## src/rtl/axis_pkg.sv

```systemverilog
// Purpose: shared header layout, default magic and strip-FSM encoding for the AXIS loopback path.
// Latency: none (definitions only).
// Backpressure: not applicable.
package axis_pkg;

  // Header word layout: magic in the upper half, payload beat count in the lower half.
  localparam int MAGIC_MSB = 31;
  localparam int MAGIC_LSB = 16;
  localparam int LEN_MSB   = 15;
  localparam int LEN_LSB   = 0;
  localparam int HDR_WIDTH = 32;

  localparam logic [15:0] DEFAULT_MAGIC = 16'hA55A;

  // Strip FSM encoding, kept as plain constants so older tools can share it.
  localparam logic [1:0] ST_HDR  = 2'd0;
  localparam logic [1:0] ST_PASS = 2'd1;
  localparam logic [1:0] ST_DROP = 2'd2;

  typedef struct packed {
    logic [MAGIC_MSB-MAGIC_LSB:0] magic;
    logic [LEN_MSB-LEN_LSB:0]     len;
  } hdr_t;

  // Splits a raw header word into its fields using the positions above.
  function automatic hdr_t hdr_from_word(input logic [HDR_WIDTH-1:0] w);
    hdr_t h;
    h.magic = w[MAGIC_MSB:MAGIC_LSB];
    h.len   = w[LEN_MSB:LEN_LSB];
    return h;
  endfunction

endpackage

```

## src/rtl/axis_reg_slice.sv

```systemverilog
// Purpose: single-entry output register for an AXI-Stream beat (data + last).
// Latency: one cycle from input handshake to out_vld_o.
// Backpressure: in_rdy_o = !out_vld_o || out_rdy_i, so full rate while downstream is ready.
module axis_reg_slice #(
  parameter int W = 32
) (
  input  logic         clk,
  input  logic         rst,
  input  logic         in_vld_i,
  input  logic [W-1:0] in_dat_i,
  input  logic         in_last_i,
  output logic         in_rdy_o,
  output logic         out_vld_o,
  output logic [W-1:0] out_dat_o,
  output logic         out_last_o,
  input  logic         out_rdy_i
);

  logic         vld_q, vld_d;
  logic [W-1:0] dat_q, dat_d;
  logic         last_q, last_d;

  assign in_rdy_o   = !vld_q || out_rdy_i;
  assign out_vld_o  = vld_q;
  assign out_dat_o  = dat_q;
  assign out_last_o = last_q;

  // Load on an accepted beat, otherwise empty once downstream takes the held beat.
  always_comb begin
    vld_d  = vld_q;
    dat_d  = dat_q;
    last_d = last_q;
    if (in_vld_i && in_rdy_o) begin
      vld_d  = 1'b1;
      dat_d  = in_dat_i;
      last_d = in_last_i;
    end else if (out_rdy_i) begin
      vld_d  = 1'b0;
    end
  end

  // Data/last only change on a load, so they stay stable while stalled.
  always_ff @(posedge clk or posedge rst) begin
    if (rst) begin
      vld_q  <= 1'b0;
      dat_q  <= '0;
      last_q <= 1'b0;
    end else begin
      vld_q  <= vld_d;
      dat_q  <= dat_d;
      last_q <= last_d;
    end
  end

endmodule

```

## src/rtl/axis_hdr_strip.sv

```systemverilog
// Purpose: consume and check the one-word frame header, forward payload, report per-frame status.
// Latency: one cycle input-to-output for payload; header takes one input cycle and emits nothing.
// Backpressure: ready is always 1 in HDR/DROP; in PASS it follows the output register's ready.
module axis_hdr_strip
  import axis_pkg::*;
#(
  parameter int          DATA_WIDTH = 32,
  parameter logic [15:0] MAGIC      = DEFAULT_MAGIC
) (
  input  logic                  clk,
  input  logic                  rst,
  input  logic [DATA_WIDTH-1:0] s_axis_tdata,
  input  logic                  s_axis_tvalid,
  output logic                  s_axis_tready,
  input  logic                  s_axis_tlast,
  output logic [DATA_WIDTH-1:0] m_axis_tdata,
  output logic                  m_axis_tvalid,
  input  logic                  m_axis_tready,
  output logic                  m_axis_tlast,
  output logic                  frame_ok,
  output logic                  err_magic,
  output logic                  err_len,
  output logic [15:0]           frame_cnt
);

  logic [1:0]  state_q, state_d;
  logic [15:0] len_q, len_d;
  logic [15:0] beat_cnt_q, beat_cnt_d;
  logic [15:0] frame_cnt_q, frame_cnt_d;
  logic        ok_q, ok_d;
  logic        emag_q, emag_d;
  logic        elen_q, elen_d;

  hdr_t        hdr;
  logic        magic_ok;
  logic        in_hs;
  logic        slice_rdy;
  logic        slice_vld;
  logic [15:0] beat_inc;

  assign hdr      = hdr_from_word(s_axis_tdata[HDR_WIDTH-1:0]);
  assign magic_ok = (hdr.magic == MAGIC);

  // Only the PASS state feeds the output register; header and dropped beats never reach it.
  assign slice_vld     = (state_q == ST_PASS) && s_axis_tvalid;
  assign s_axis_tready = (state_q == ST_PASS) ? slice_rdy : 1'b1;
  assign in_hs         = s_axis_tvalid && s_axis_tready;

  // Beat count including the current beat, pinned at all-ones for very long frames.
  assign beat_inc = (beat_cnt_q == 16'hFFFF) ? beat_cnt_q : beat_cnt_q + 16'd1;

  assign frame_ok  = ok_q;
  assign err_magic = emag_q;
  assign err_len   = elen_q;
  assign frame_cnt = frame_cnt_q;

  axis_reg_slice #(
    .W (DATA_WIDTH)
  ) u_out (
    .clk        (clk),
    .rst        (rst),
    .in_vld_i   (slice_vld),
    .in_dat_i   (s_axis_tdata),
    .in_last_i  (s_axis_tlast),
    .in_rdy_o   (slice_rdy),
    .out_vld_o  (m_axis_tvalid),
    .out_dat_o  (m_axis_tdata),
    .out_last_o (m_axis_tlast),
    .out_rdy_i  (m_axis_tready)
  );

  // Frame FSM: header decode, payload length tracking and single-cycle status pulses.
  always_comb begin
    state_d     = state_q;
    len_d       = len_q;
    beat_cnt_d  = beat_cnt_q;
    frame_cnt_d = frame_cnt_q;
    ok_d        = 1'b0;
    emag_d      = 1'b0;
    elen_d      = 1'b0;
    case (state_q)
      ST_HDR: begin
        if (in_hs) begin
          len_d      = hdr.len;
          beat_cnt_d = '0;
          if (!magic_ok) begin
            emag_d  = 1'b1;
            state_d = s_axis_tlast ? ST_HDR : ST_DROP;
          end else if (!s_axis_tlast) begin
            state_d = ST_PASS;
          end else begin
            // Header-only frame: nothing to forward, length must have been zero.
            frame_cnt_d = frame_cnt_q + 16'd1;
            if (hdr.len == 16'd0) ok_d   = 1'b1;
            else                  elen_d = 1'b1;
          end
        end
      end
      ST_PASS: begin
        if (in_hs) begin
          beat_cnt_d = beat_inc;
          if (s_axis_tlast) begin
            state_d     = ST_HDR;
            frame_cnt_d = frame_cnt_q + 16'd1;
            if (beat_inc == len_q) ok_d   = 1'b1;
            else                   elen_d = 1'b1;
          end
        end
      end
      ST_DROP: begin
        if (in_hs && s_axis_tlast) state_d = ST_HDR;
      end
      default: state_d = ST_HDR;
    endcase
  end

  // Control/status registers; reset returns to header-hunting with cleared counters.
  always_ff @(posedge clk or posedge rst) begin
    if (rst) begin
      state_q     <= ST_HDR;
      len_q       <= '0;
      beat_cnt_q  <= '0;
      frame_cnt_q <= '0;
      ok_q        <= 1'b0;
      emag_q      <= 1'b0;
      elen_q      <= 1'b0;
    end else begin
      state_q     <= state_d;
      len_q       <= len_d;
      beat_cnt_q  <= beat_cnt_d;
      frame_cnt_q <= frame_cnt_d;
      ok_q        <= ok_d;
      emag_q      <= emag_d;
      elen_q      <= elen_d;
    end
  end

endmodule

```

## config.mk

```make
export PLATFORM = sky130hd
export DESIGN_NAME = axis_hdr_strip
export DESIGN_NICKNAME = d
export VERILOG_FILES = /design/src/rtl/axis_pkg.sv /design/src/rtl/axis_reg_slice.sv /design/src/rtl/axis_hdr_strip.sv
export SDC_FILE = /design/constraint.sdc
export NUM_CORES = 1
export LEC_CHECK = 0
export ABC_CLOCK_PERIOD_IN_PS = 3100
export BUFFER_PORTS_ARGS = -buffer_cell sky130_fd_sc_hd__buf_2
export CAP_MARGIN = 20
export CELL_PAD_IN_SITES_DETAIL_PLACEMENT = 0
export CELL_PAD_IN_SITES_GLOBAL_PLACEMENT = 1
export CORE_ASPECT_RATIO = 1.25
export CORE_MARGIN = 2
export CORE_UTILIZATION = 41
export DETAILED_ROUTE_END_ITERATION = 6
export PLACE_DENSITY = 0.83
export SYNTH_ARGS = -nofsm -noshare
export SYNTH_HDL_FRONTEND = slang
export SYNTH_SLANG_ARGS = --single-unit
```

## constraint.sdc

```tcl
create_clock -name clk -period 3.1 [get_ports clk]
set_input_delay 0.155 -clock clk [delete_from_list [all_inputs] [get_ports clk]]
set_output_delay 0.155 -clock clk [all_outputs]
set_load 0.05 [all_outputs]
```

==> results of run 1 <==
cell families after synthesis:
| kind of cell | share of synthesized area |
|---|---|
| mux | 0.0453 |
| compound gates | 0.0838 |
| xor+xnor | 0.0787 |
| buf+inv | 0.0299 |
| simple gates | 0.241 |
| flops | 0.515 |
| fa+ha+maj | 0.00592 |
per-layer routing:
| metal | up-vias | track usage | wire [um] |
|---|---|---|---|
| met5 | - | 0 | 0 |
| met4 | 0 | 0.0951 | 297 |
| met3 | 21 | 0.0435 | 554 |
| met2 | 101 | 0.319 | 5090 |
| met1 | 1675 | 0.234 | 4110 |
| li1 | 1703 | - | - |
how the worst min path moves through the flow:
stage                     start             endpoint  slack [ns]  depth (start not counted)
2_1_floorplan      s_axis_tlast           state_q[1]        0.25                          1
3_3_place_gp   s_axis_tdata[22]  u_out.out_dat_o[22]        0.35                          3
3_5_place_dp   s_axis_tdata[22]  u_out.out_dat_o[22]        0.36                          3
4_1_cts                     rst   u_out.out_dat_o[3]       0.006                          2
5_1_grt        s_axis_tdata[19]  u_out.out_dat_o[19]        0.02                          3
6_report                    rst   u_out.out_dat_o[3]       -0.05                          2
final cells by class:
type	count	area [um^2]	area share
inverters	7	27.5	0.00537
repair buffers	97	503	0.0982
well taps	129	161	0.0315
flip-flops and latches	87	2180	0.425
clock buffers	9	225	0.0440
multi-input cells	333	1930	0.376
clock inverters	7	104	0.0203
layout by cell type (no fill, tap or decap), types with 2 or more instances in the layout:
cell	Yosys	layout
inv_1	7	6
and2_1	2	2
nor4_1	5	5
clkinvlp_4	0	2
and3_1	12	12
buf_4	0	7
nor4bb_1	4	4
a21oi_1	17	17
nor3_1	8	8
a31oi_1	4	4
bufinv_16	0	2
and4_1	2	2
xor2_1	15	15
o31ai_1	2	2
mux2_2	17	17
dfrtp_1	87	87
nand4_1	11	11
o21ai_0	21	21
nor2_1	13	13
nor2b_1	2	2
nand3_1	18	18
clkbuf_16	0	9
nand2_1	130	130
xnor2_1	23	23
nand2b_1	2	2
buf_2	3	90
o311ai_0	2	2
per-stage QoR:
step / power, W / cells / cell area, um^2 / hold slack (ns)
floorplan: 0.00137 / 450 / 4230 / 0.246
global placement: 0.00145 / 653 / 4790 / 0.355
detailed placement: 0.00146 / 653 / 4790 / 0.361
CTS: 0.00264 / 669 / 5120 / 0.00618
global route: 0.00272 / 669 / 5120 / 0.0218
finish: 0.00261 / 669 / 5120 / -0.0487
registers in the layout, indices dropped and copies added, names as in the netlist:
name,cells
u_out.out_dat_o,32
beat_cnt_q,16
frame_cnt,16
len_q,16
state_q,2
err_len,1
err_magic,1
frame_ok,1
u_out.out_last_o,1
u_out.out_vld_o,1
worst max-delay path: stages (launching register included):
cell	delay (ns)
dfrtp_1	0.43
ha_2	0.30
nand4_2	0.18
or4_4	0.68
nand2_2	0.12
xnor2_1	0.09
a2111oi_2	0.33
nand2_1	0.11
nor4b_2	0.35
o211a_1	0.19
power by group through the flow:
stage               clock network [W]  logic [W]  registers [W]
finish                        0.00118   0.000206        0.00123
global route                  0.00126   0.000233        0.00123
CTS                           0.00121   0.000210        0.00123
detailed placement                  0   0.000209        0.00125
global placement                    0   0.000205        0.00125
floorplan                           0   0.000142        0.00123
timing repair:
| action | CTS | global route |
|---|---|---|
| hold buffers | 0 | 0 |
| gates resized for setup | 0 | 1 |
| endpoints found under the setup margin | 0 | 1 |
==> results.md, run 1 <==
- Outcome: finished, violations left
- Failing checks: hold timing
- Syn nets: 489
- Max-cap viol count: 0
- Clk pwr share: 0.452
- Die Ht: 118 um
- Clock Pin Slew Worst Setup and Hold Paths: about 0.070 ns
- Setup TNS: 0 ns
- Share of cells above drive strength 1: 0.257
- Vias in the first global route: 3,472
- Largest net degree at the start of global routing: 53
- Reg power frac: 0.470
- Row count: 41
- Synthesized area per cell: 9.39 um^2
- Hold_ws: -0.0487 ns
- Most instantiated cells after synthesis: nand2_1 (130), dfrtp_1 (87), xnor2_1 (23)
- Area share of the largest cell type after synthesis: 0.515
- Relative slew slack: 0.419
- # clock sinks: between 80 and 90
- Power per cell area: 510 mW/mm^2
- Via count: 3,500
- Post-Syn Instances: 450
- RePlAce Congestion: 0.859
- Most numerous cell in the Yosys netlist: nand2_1
- GRT overflow: 0
- Routed wire length: 10.1 mm
- Setup Skew: approximately 0.0067 ns
- Combinational power share: 0.079
- P_int: 0.00200 W
- Critical Path Sink: frame_ok
- Die Wd: 94.8 um
- WL/cell: 15.0 um
- P&R area growth vs syn: 21.2%
- First DRT Iteration DRCs: 111
- Initial antenna violation count: 0
- Largest cells by area after synthesis: dfrtp_1 (52%), nand2_1 (12%), xnor2_1 (4.8%)
- Leakage: approximately 2.6 nW
- CTS Root Cell: clkbuf_16
- H-tree Lvls: 3
- Arr. time, crit path: 3.11 ns
- Global-route wire length before repair: 16.9 mm
- Number of routed nets with antenna violations: 0
- Most area-hungry cell type in the Yosys netlist: dfrtp_1
- Die area: 0.0111 mm^2
- CTS tree: done
- Critical path peak fanout: 15
- Detailed Place HPWL: roughly 7.3 mm
- Nets: 574
- Max Root-Sink Buffers: 2
- Tightest Pin Transition: 0.870 ns
- Max Fclk: 353 MHz
- Clock latency on the worst-skew pair: 0.34 ns
- Vias per std cell: about 5.2
- Pre-CTS setup slack: 0.189 ns
- GR Util All Layers: 0.193
- Net Sw Frac: 0.235
- R2R cell count: 9
- Prevailing post-synth register cell: dfrtp_1
- Mapped Area: 0.00423 mm^2
- N_diodes: 0
- RR Endpoint: frame_ok
- Seq/Total Area, Yosys: 0.515
- Final worst setup slack: 0.271 ns
- Min-Delay Path Class: in2async
- Asr flop ratio synth: 1.00
- Post-CTS Setup Bufs: 0
- Worst setup path start: beat_cnt_q[0]
- Fill count: 993
- Residual DRC: 0
- DRT Pass-1 Iters: 4
- Post-synthesis cell type count: 48
- Max-slew violations: 0
- Final Hold Violating Endpoints: 49
- Flops & latches, synth: 87
- RSZ-0062 raised after global routing: no
- Min Tclk post-route: about 2.8 ns
- Final setup viols: 0
- Worst Setup End Kind: flop
- NetSw: 0.000615 W
- # IOs: a little over 90
- Util after Layout: 0.510
- Core area: 0.0101 mm^2
- Setup Crit Path Kind: reg2reg
- Flop2flop setup slack: between 0.2 and 0.3 ns
- Final period utilization: 0.913
- Starting Density: 0.420
- Critical Path RT: 3.38 ns
- CP startpoint kind: flop
- Number of synthesized flops with an enable pin: 0
- CTS buffer count: 9
- Worst VDD drop: 0.000354 V
- Yosys warns: 0
- R2r startpoint: beat_cnt_q[0]
- IO buf count: 90
Note: power is estimated with default switching activity, not from simulation.
==> run 2, diff against run 1 <==
--- a/config.mk
+++ b/config.mk
@@ -7,5 +7,5 @@
 export LEC_CHECK = 0
 export ABC_CLOCK_PERIOD_IN_PS = 3100
-export BUFFER_PORTS_ARGS = -buffer_cell sky130_fd_sc_hd__buf_2
+export BUFFER_PORTS_ARGS = -buffer_cell sky130_fd_sc_hd__buf_4
 export CAP_MARGIN = 20
 export CELL_PAD_IN_SITES_DETAIL_PLACEMENT = 0
==> constraint.sdc (replaced) <==
create_clock -name clk -period 3.1 [get_ports clk]
set_input_delay 0 -clock clk [delete_from_list [all_inputs] [get_ports clk]]
set_output_delay 0 -clock clk [all_outputs]
set_load 0.05 [all_outputs]
==> run 2 against run 1 <==
  * The flow now finishes without violations
  * Sequential power barely moved
  * Global-route usage up 0.95 points
  * Highest routed layer unchanged
  * Via count up 5.5%
  * Clock-buffer cell count up 3
  * Hold slack improved by 0.12 ns
  * First-iteration DRC count rose by 38%
  * Largest power group unchanged
  * Power decreased by 0.35%
  * Clock skew down 0.0013 ns
  * Sequential share of layout area down 4.4 points
  * Largest cell class unchanged
  * Die area is the same
  * Combinational power rose by 27%
==> results.md, run 2 (synthesis gave the netlist of run 1 again) <==
- Most common cell after layout, fill and taps aside: nand2_1
- GR Util All Layers: 0.202 (+0.00947)
- Share of cells above drive strength 1: 0.241 (-0.0165)
- Core area: 0.0101 mm^2 (unchanged)
- Final Hold Violating Endpoints: 0 (-100%)
- Die Wd: 94.8 um (unchanged)
- Min-Delay Path Class: in2reg
- CP max stage delay: 0.70 ns (+0.02 ns)
- Max-slew violations: 0 (unchanged)
- H-tree Lvls: 3 (unchanged)
- N_diodes: 0 (unchanged)
- WL/cell: 15.4 um (+2.8%)
- CP startpoint kind: flop
- Die Ht: 118 um (unchanged)
- Max Fclk: 344 MHz (-2.7%)
- Design area: 0.00571 mm^2 (+11%)
- Residual DRC: 0 (unchanged)
- Most frequent cells in the layout: nand2_1 (130), buf_4 (97), dfrtp_1 (87)
- Worst Setup End Kind: flop
- Placed inst area: 0.00502 mm^2 (+4.7%)
- Row count: 41 (unchanged)
- Hold_ws: 0.0722 ns (+0.121 ns)
- Final setup viols: 0 (unchanged)
- Starting Density: 0.420 (unchanged)
- Global-route wire length before repair: 17.7 mm (+4.5%)
- DRT Pass-1 Iters: 5 (+1)
- Detailed Place HPWL: 7.48 mm (+3.0%)
- Clock Pin Slew Worst Setup and Hold Paths: 0.06 ns (about the same)
- Placed cells: 653 (unchanged)
- Die area: 0.0111 mm^2 (unchanged)
- # IOs: 91 (unchanged)
- Worst VDD drop: 0.000267 V (-25%)
- Initial antenna violation count: 0 (unchanged)
- GRT overflow: 0 (unchanged)
- Setup Crit Path Kind: reg2reg
- Largest net degree at the start of global routing: 63 (+19%)
- Via count: 3,692 (+5.5%)
- Power per cell area: 456 mW/mm^2 (-11%)
- Min Tclk post-route: 2.91 ns (+0.0780 ns)
- Relative slew slack: 0.616 (+0.197)
- CTS buffer count: 9 (unchanged)
- First DRT Iteration DRCs: 153 (+38%)
- Setup Skew: 0.00541 ns (-0.00126 ns)
- CTS tree: done
- Area of the multi-input gates: 0.00193 mm^2 (unchanged)
- Nets: 611 (+6.4%)
- Register area: 0.00218 mm^2 (unchanged)
- Fill count: 904 (-9.0%)
- Slowest cell on crit path: or4_4
- Leakage: 2.81 nW (+7.2%)
- Flop2flop setup slack: 0.19 ns (-0.08 ns)
- Max-cap viol count: 0 (unchanged)
- Vias per std cell: 5.23 (about the same)
- P&R area growth vs syn: 35.1%
- Clock latency on the worst-skew pair: 0.34 ns (about the same)
- Critical path peak fanout: 17 (+2)
- RePlAce Congestion: 0.822 (-4.3%)
- Outcome: completed
- Vias in the first global route: 3,638 (+4.8%)
- Critical Path RT: 3.38 ns (about the same)
- CP Cell Sequence: ha_2 -> nand4_2 -> or4_4 -> nand2_2 -> xnor2_1 -> a2111oi_2 -> nand2_1 -> nor4b_2 -> o211a_1
- CTS Root Cell: clkbuf_16
- # clock sinks: 87 (unchanged)
- Number of routed nets with antenna violations: 0 (unchanged)
- Tightest Pin Transition: 0.576 ns (-0.294 ns)
- IO buf count: 90 (unchanged)
- Routed wire length: 10.9 mm (+8.4%)
- Arr. time, crit path: 3.18 ns (+0.07 ns)
- Final period utilization: 0.938 (+0.0252)
- Max reg flops: 32 (unchanged)
- Final Non-Filler Cells: 706 (+5.5%)
- Max Root-Sink Buffers: 2 (unchanged)
- Post-CTS Setup Bufs: 0 (unchanged)
==> run 2: repair_timing <==
action | CTS | global route
hold buffers | 36 | 0
endpoints found under the hold margin | 113 | 0
setup endpoints to repair | 0 | 2
resized for setup | 0 | 1
==> run 2: cell type report <==
cell class | instances | share of cell area
flip-flops and latches | 87 | 0.381
multi-input cells | 333 | 0.337
repair buffers | 134 | 0.194
clock buffers | 12 | 0.0449
well taps | 129 | 0.0283
clock inverters | 4 | 0.00920
inverters | 7 | 0.00482
==> run 2: metal layers <==
| layer | up-vias | global-route usage | wire (um) |
|---|---|---|---|
| met4 | 0 | 0.0743 | 231 |
| met2 | 88 | 0.350 | 5730 |
| li1 | 1779 | - | - |
| met3 | 15 | 0.0467 | 458 |
| met5 | - | 0 | 0 |
| met1 | 1810 | 0.242 | 4480 |
==> run 2: power by group <==
part           internal [W]  total, W  switching (W)
Combinational      0.000149  0.000261       0.000113
Clock              0.000672   0.00111       0.000442
Sequential          0.00118   0.00123      0.0000484
Total               0.00200   0.00260       0.000603
==> run 2: through the flow <==
step,worst slack [ns],total power (W),utilization,setup TNS (ns)
6_report,0.193,0.00260,0.568,0
3_3_place_gp,0.230,0.00147,0.499,0
2_1_floorplan,0.512,0.00137,-,0
3_5_place_dp,0.135,0.00147,0.499,0
4_1_cts,0.116,0.00263,0.566,0
5_1_grt,-0.0000286,0.00271,0.568,-0.0000286
==> run 2: final timing paths <==
check	startpoint	endpoint	depth (start not counted)
min reg2reg	frame_cnt[15]	frame_cnt[15]	1
min in group asynchronous	rst	frame_cnt[1]	3
max in group asynchronous	rst	beat_cnt_q[12]	5
max reg2reg	beat_cnt_q[0]	frame_ok	9
min	m_axis_tready	u_out.out_vld_o	3
max	beat_cnt_q[0]	frame_ok	9
==> run 2: critical path, delay by kind of cell, from the launching register on <==
| kind | cells | cell delay [ns] |
|---|---|---|
| adders and majority gates | 1 | 0.30 |
| xor gates and xnor gates | 1 | 0.09 |
| and+or+nand+nor | 5 | 1.49 |
| DFF | 1 | 0.44 |
| AOI/OAI and AO/OA | 2 | 0.53 |
==> run 3, diff against run 2 <==
Settings changed: CORE_MARGIN 2 to not set.
==> run 3 against run 2 <==
  * Sequential power about the same
  * Final area shrank 0.81%
  * Die area shrank 3.8%
  * Clock skew barely moved
  * Sequential cell count unchanged
  * Non-clock buffer count shrank 1
  * Sequential share of layout area rose by 0.31 points
  * Final cell count fell by 0.14%
==> results.md, run 3 (synthesis gave the netlist of run 1 again) <==
- Max reg flops: 32 (unchanged)
- Min-Delay Path Class: in2reg
- Worst setup path start: beat_cnt_q[0]
- WL/cell: 15.1 um (-2.1%)
- GR Util All Layers: 0.213 (+0.0109)
- Setup Skew: 0.00545 ns (+0.0000397 ns)
- Max-slew violations: 0 (unchanged)
- Die Ht: 116 um (-1.7%)
- Outcome: completed
- RePlAce Congestion: 0.813 (-1.1%)
- DRT Pass-1 Iters: 4 (-1)
- Max Fclk: 347 MHz (+0.87%)
- Final Hold Violating Endpoints: 0 (unchanged)
- Core area: 0.0101 mm^2 (unchanged)
- Critical path peak fanout: 21 (+4)
- Tightest Pin Transition: 0.638 ns (+0.0617 ns)
- R2r startpoint: beat_cnt_q[0]
- Fill count: 904 (unchanged)
- Setup Crit Path Kind: reg2reg
- Share of cells above drive strength 1: 0.240 (-0.00132)
- IO buf count: 90 (unchanged)
- Launch point of the worst hold path: m_axis_tready
- N_diodes: 0 (unchanged)
- # IOs: 91 (unchanged)
- GRT overflow: 0 (unchanged)
- Power per cell area: 446 mW/mm^2 (-2.1%)
- Worst VDD drop: 0.000283 V (+6.2%)
- CTS resizes: 0 (unchanged)
- CTS tree: done
- CP startpoint kind: flop
- Final setup viols: 0 (unchanged)
- Die area: 0.0107 mm^2 (-3.8%)
- CTS buffer count: 9 (unchanged)
- Hold_ws: 0.0595 ns (-0.0127 ns)
- Leakage: 2.80 nW (-0.46%)
- Setup TNS: 0 ns (unchanged)
- Min Tclk post-route: 2.88 ns (-0.0252 ns)
- Nets: 610 (-0.16%)
- Most common cell after layout, fill and taps aside: nand2_1
- Area of the multi-input gates: 0.00192 mm^2 (-0.13%)
- Max-cap viol count: 0 (unchanged)
- WHS Path Cells: 3 (unchanged)
- Die Wd: 92.8 um (-2.1%)
- R2R cell count: 9 (unchanged)
- Register area: 0.00218 mm^2 (unchanged)
- Most frequent cells in the layout: nand2_1 (130), buf_4 (97), dfrtp_1 (87)
- Slowest cell on crit path: or4_4
- Starting Density: 0.420 (unchanged)
- Largest net degree at the start of global routing: 53 (-16%)
- # clock sinks: 87 (unchanged)
- Initial antenna violation count: 0 (unchanged)
- Critical Path RT: 3.38 ns (about the same)
- H-tree Lvls: 3 (unchanged)
- Relative slew slack: 0.574 (-0.0417)
- Clock Pin Slew Worst Setup and Hold Paths: 0.06 ns (about the same)
- Max Root-Sink Buffers: 2 (unchanged)
- Vias in the first global route: 3,624 (-0.38%)
- First DRT Iteration DRCs: 173 (+13%)
- Vias per std cell: 5.24 (+0.22%)
- Via count: 3,695 (+0.081%)
- Arr. time, crit path: 3.16 ns (-0.02 ns)
- Global-route wire length before repair: 17.9 mm (+1.1%)
- Row count: 41 (unchanged)
- CTS Root Cell: clkbuf_16
- CP Cell Sequence: ha_1 -> nand4_2 -> or4_4 -> nand2_2 -> xnor2_1 -> a2111oi_2 -> nand2_1 -> nor4b_2 -> o211a_1
- Routed wire length: 10.7 mm (-2.3%)
- Clock latency on the worst-skew pair: 0.34 ns (about the same)
- Number of routed nets with antenna violations: 0 (unchanged)
- RSZ-0062 raised after global routing: no
- Worst Setup End Kind: flop
- Residual DRC: 0 (unchanged)
- P&R area growth vs syn: 34.0%
- CP max stage delay: 0.72 ns (+0.02 ns)
- Final period utilization: 0.930 (-0.00812)
- Detailed Place HPWL: 7.31 mm (-2.2%)
-- run 3: changes by cell type in the layout (fill, tap and decap cells not counted) --
cell       change
ha_2           -1
clkbuf_1       -1
clkinv_2       +2
inv_6          -1
bufinv_16      -1
buf_12         -1
clkinv_4       +1
ha_1           +1
-- run 3: power by group --
group / total, W / internal (W) / switching [W]
clock: 0.00104 / 0.000586 / 0.000456
sequential: 0.00123 / 0.00118 / 0.0000458
combinational: 0.000260 / 0.000146 / 0.000114
total: 0.00253 / 0.00191 / 0.000616
-- run 3: critical path, delay by kind of cell (launching register included) --
kind	cells	cell delay, ns
AO/OA/AOI/OAI	2	0.57
adder cells (fa/ha/maj)	1	0.21
XOR/XNOR	1	0.08
flip-flops	1	0.43
AND/OR/NAND/NOR	5	1.53
-- run 3: layer usage --
metal	vias to the layer above	part of all wire	track usage
met5	-	0	0
met4	0	0.015	0.0749
met3	16	0.043	0.0407
met2	103	0.51	0.367
met1	1803	0.43	0.269
li1	1773	-	-
-- run 3: final timing paths --
check / to / slack [ns]
setup / recovery: frame_ok / 0.22
hold / removal: u_out.out_vld_o / 0.06
setup reg to reg: frame_ok / 0.22
hold reg to reg: frame_cnt[15] / 0.47
max in group asynchronous: u_out.out_dat_o[10] / 1.99
min in group asynchronous: u_out.out_last_o / 0.28
-- run 3: stage by stage --
step	total power (W)	worst slack (ns)	util	instance area, um^2	std cells
after CTS	0.00255	0.201	0.563	5660	705
after detailed placement	0.00147	0.245	0.499	5020	653
after global routing	0.00262	0.0839	0.563	5660	705
after global placement	0.00147	0.358	0.499	5020	653
after floorplan	0.00137	0.512	-	4230	450
final	0.00253	0.218	0.563	5660	705
-- run 3: what timing repair did --
action                                 4_1_cts  5_1_grt
hold buffers                                36        0
endpoints found under the hold margin       87        0
setup buffers                                0        0
-- run 3: layout make-up --
cell class	count	share of cell area
Sequential cell	87	0.384
Multi-Input combinational cell	333	0.340
Timing Repair Buffer	133	0.192
Clock buffer	11	0.0446
Tap cell	129	0.0285
Clock inverter	5	0.00574
Inverter	7	0.00486
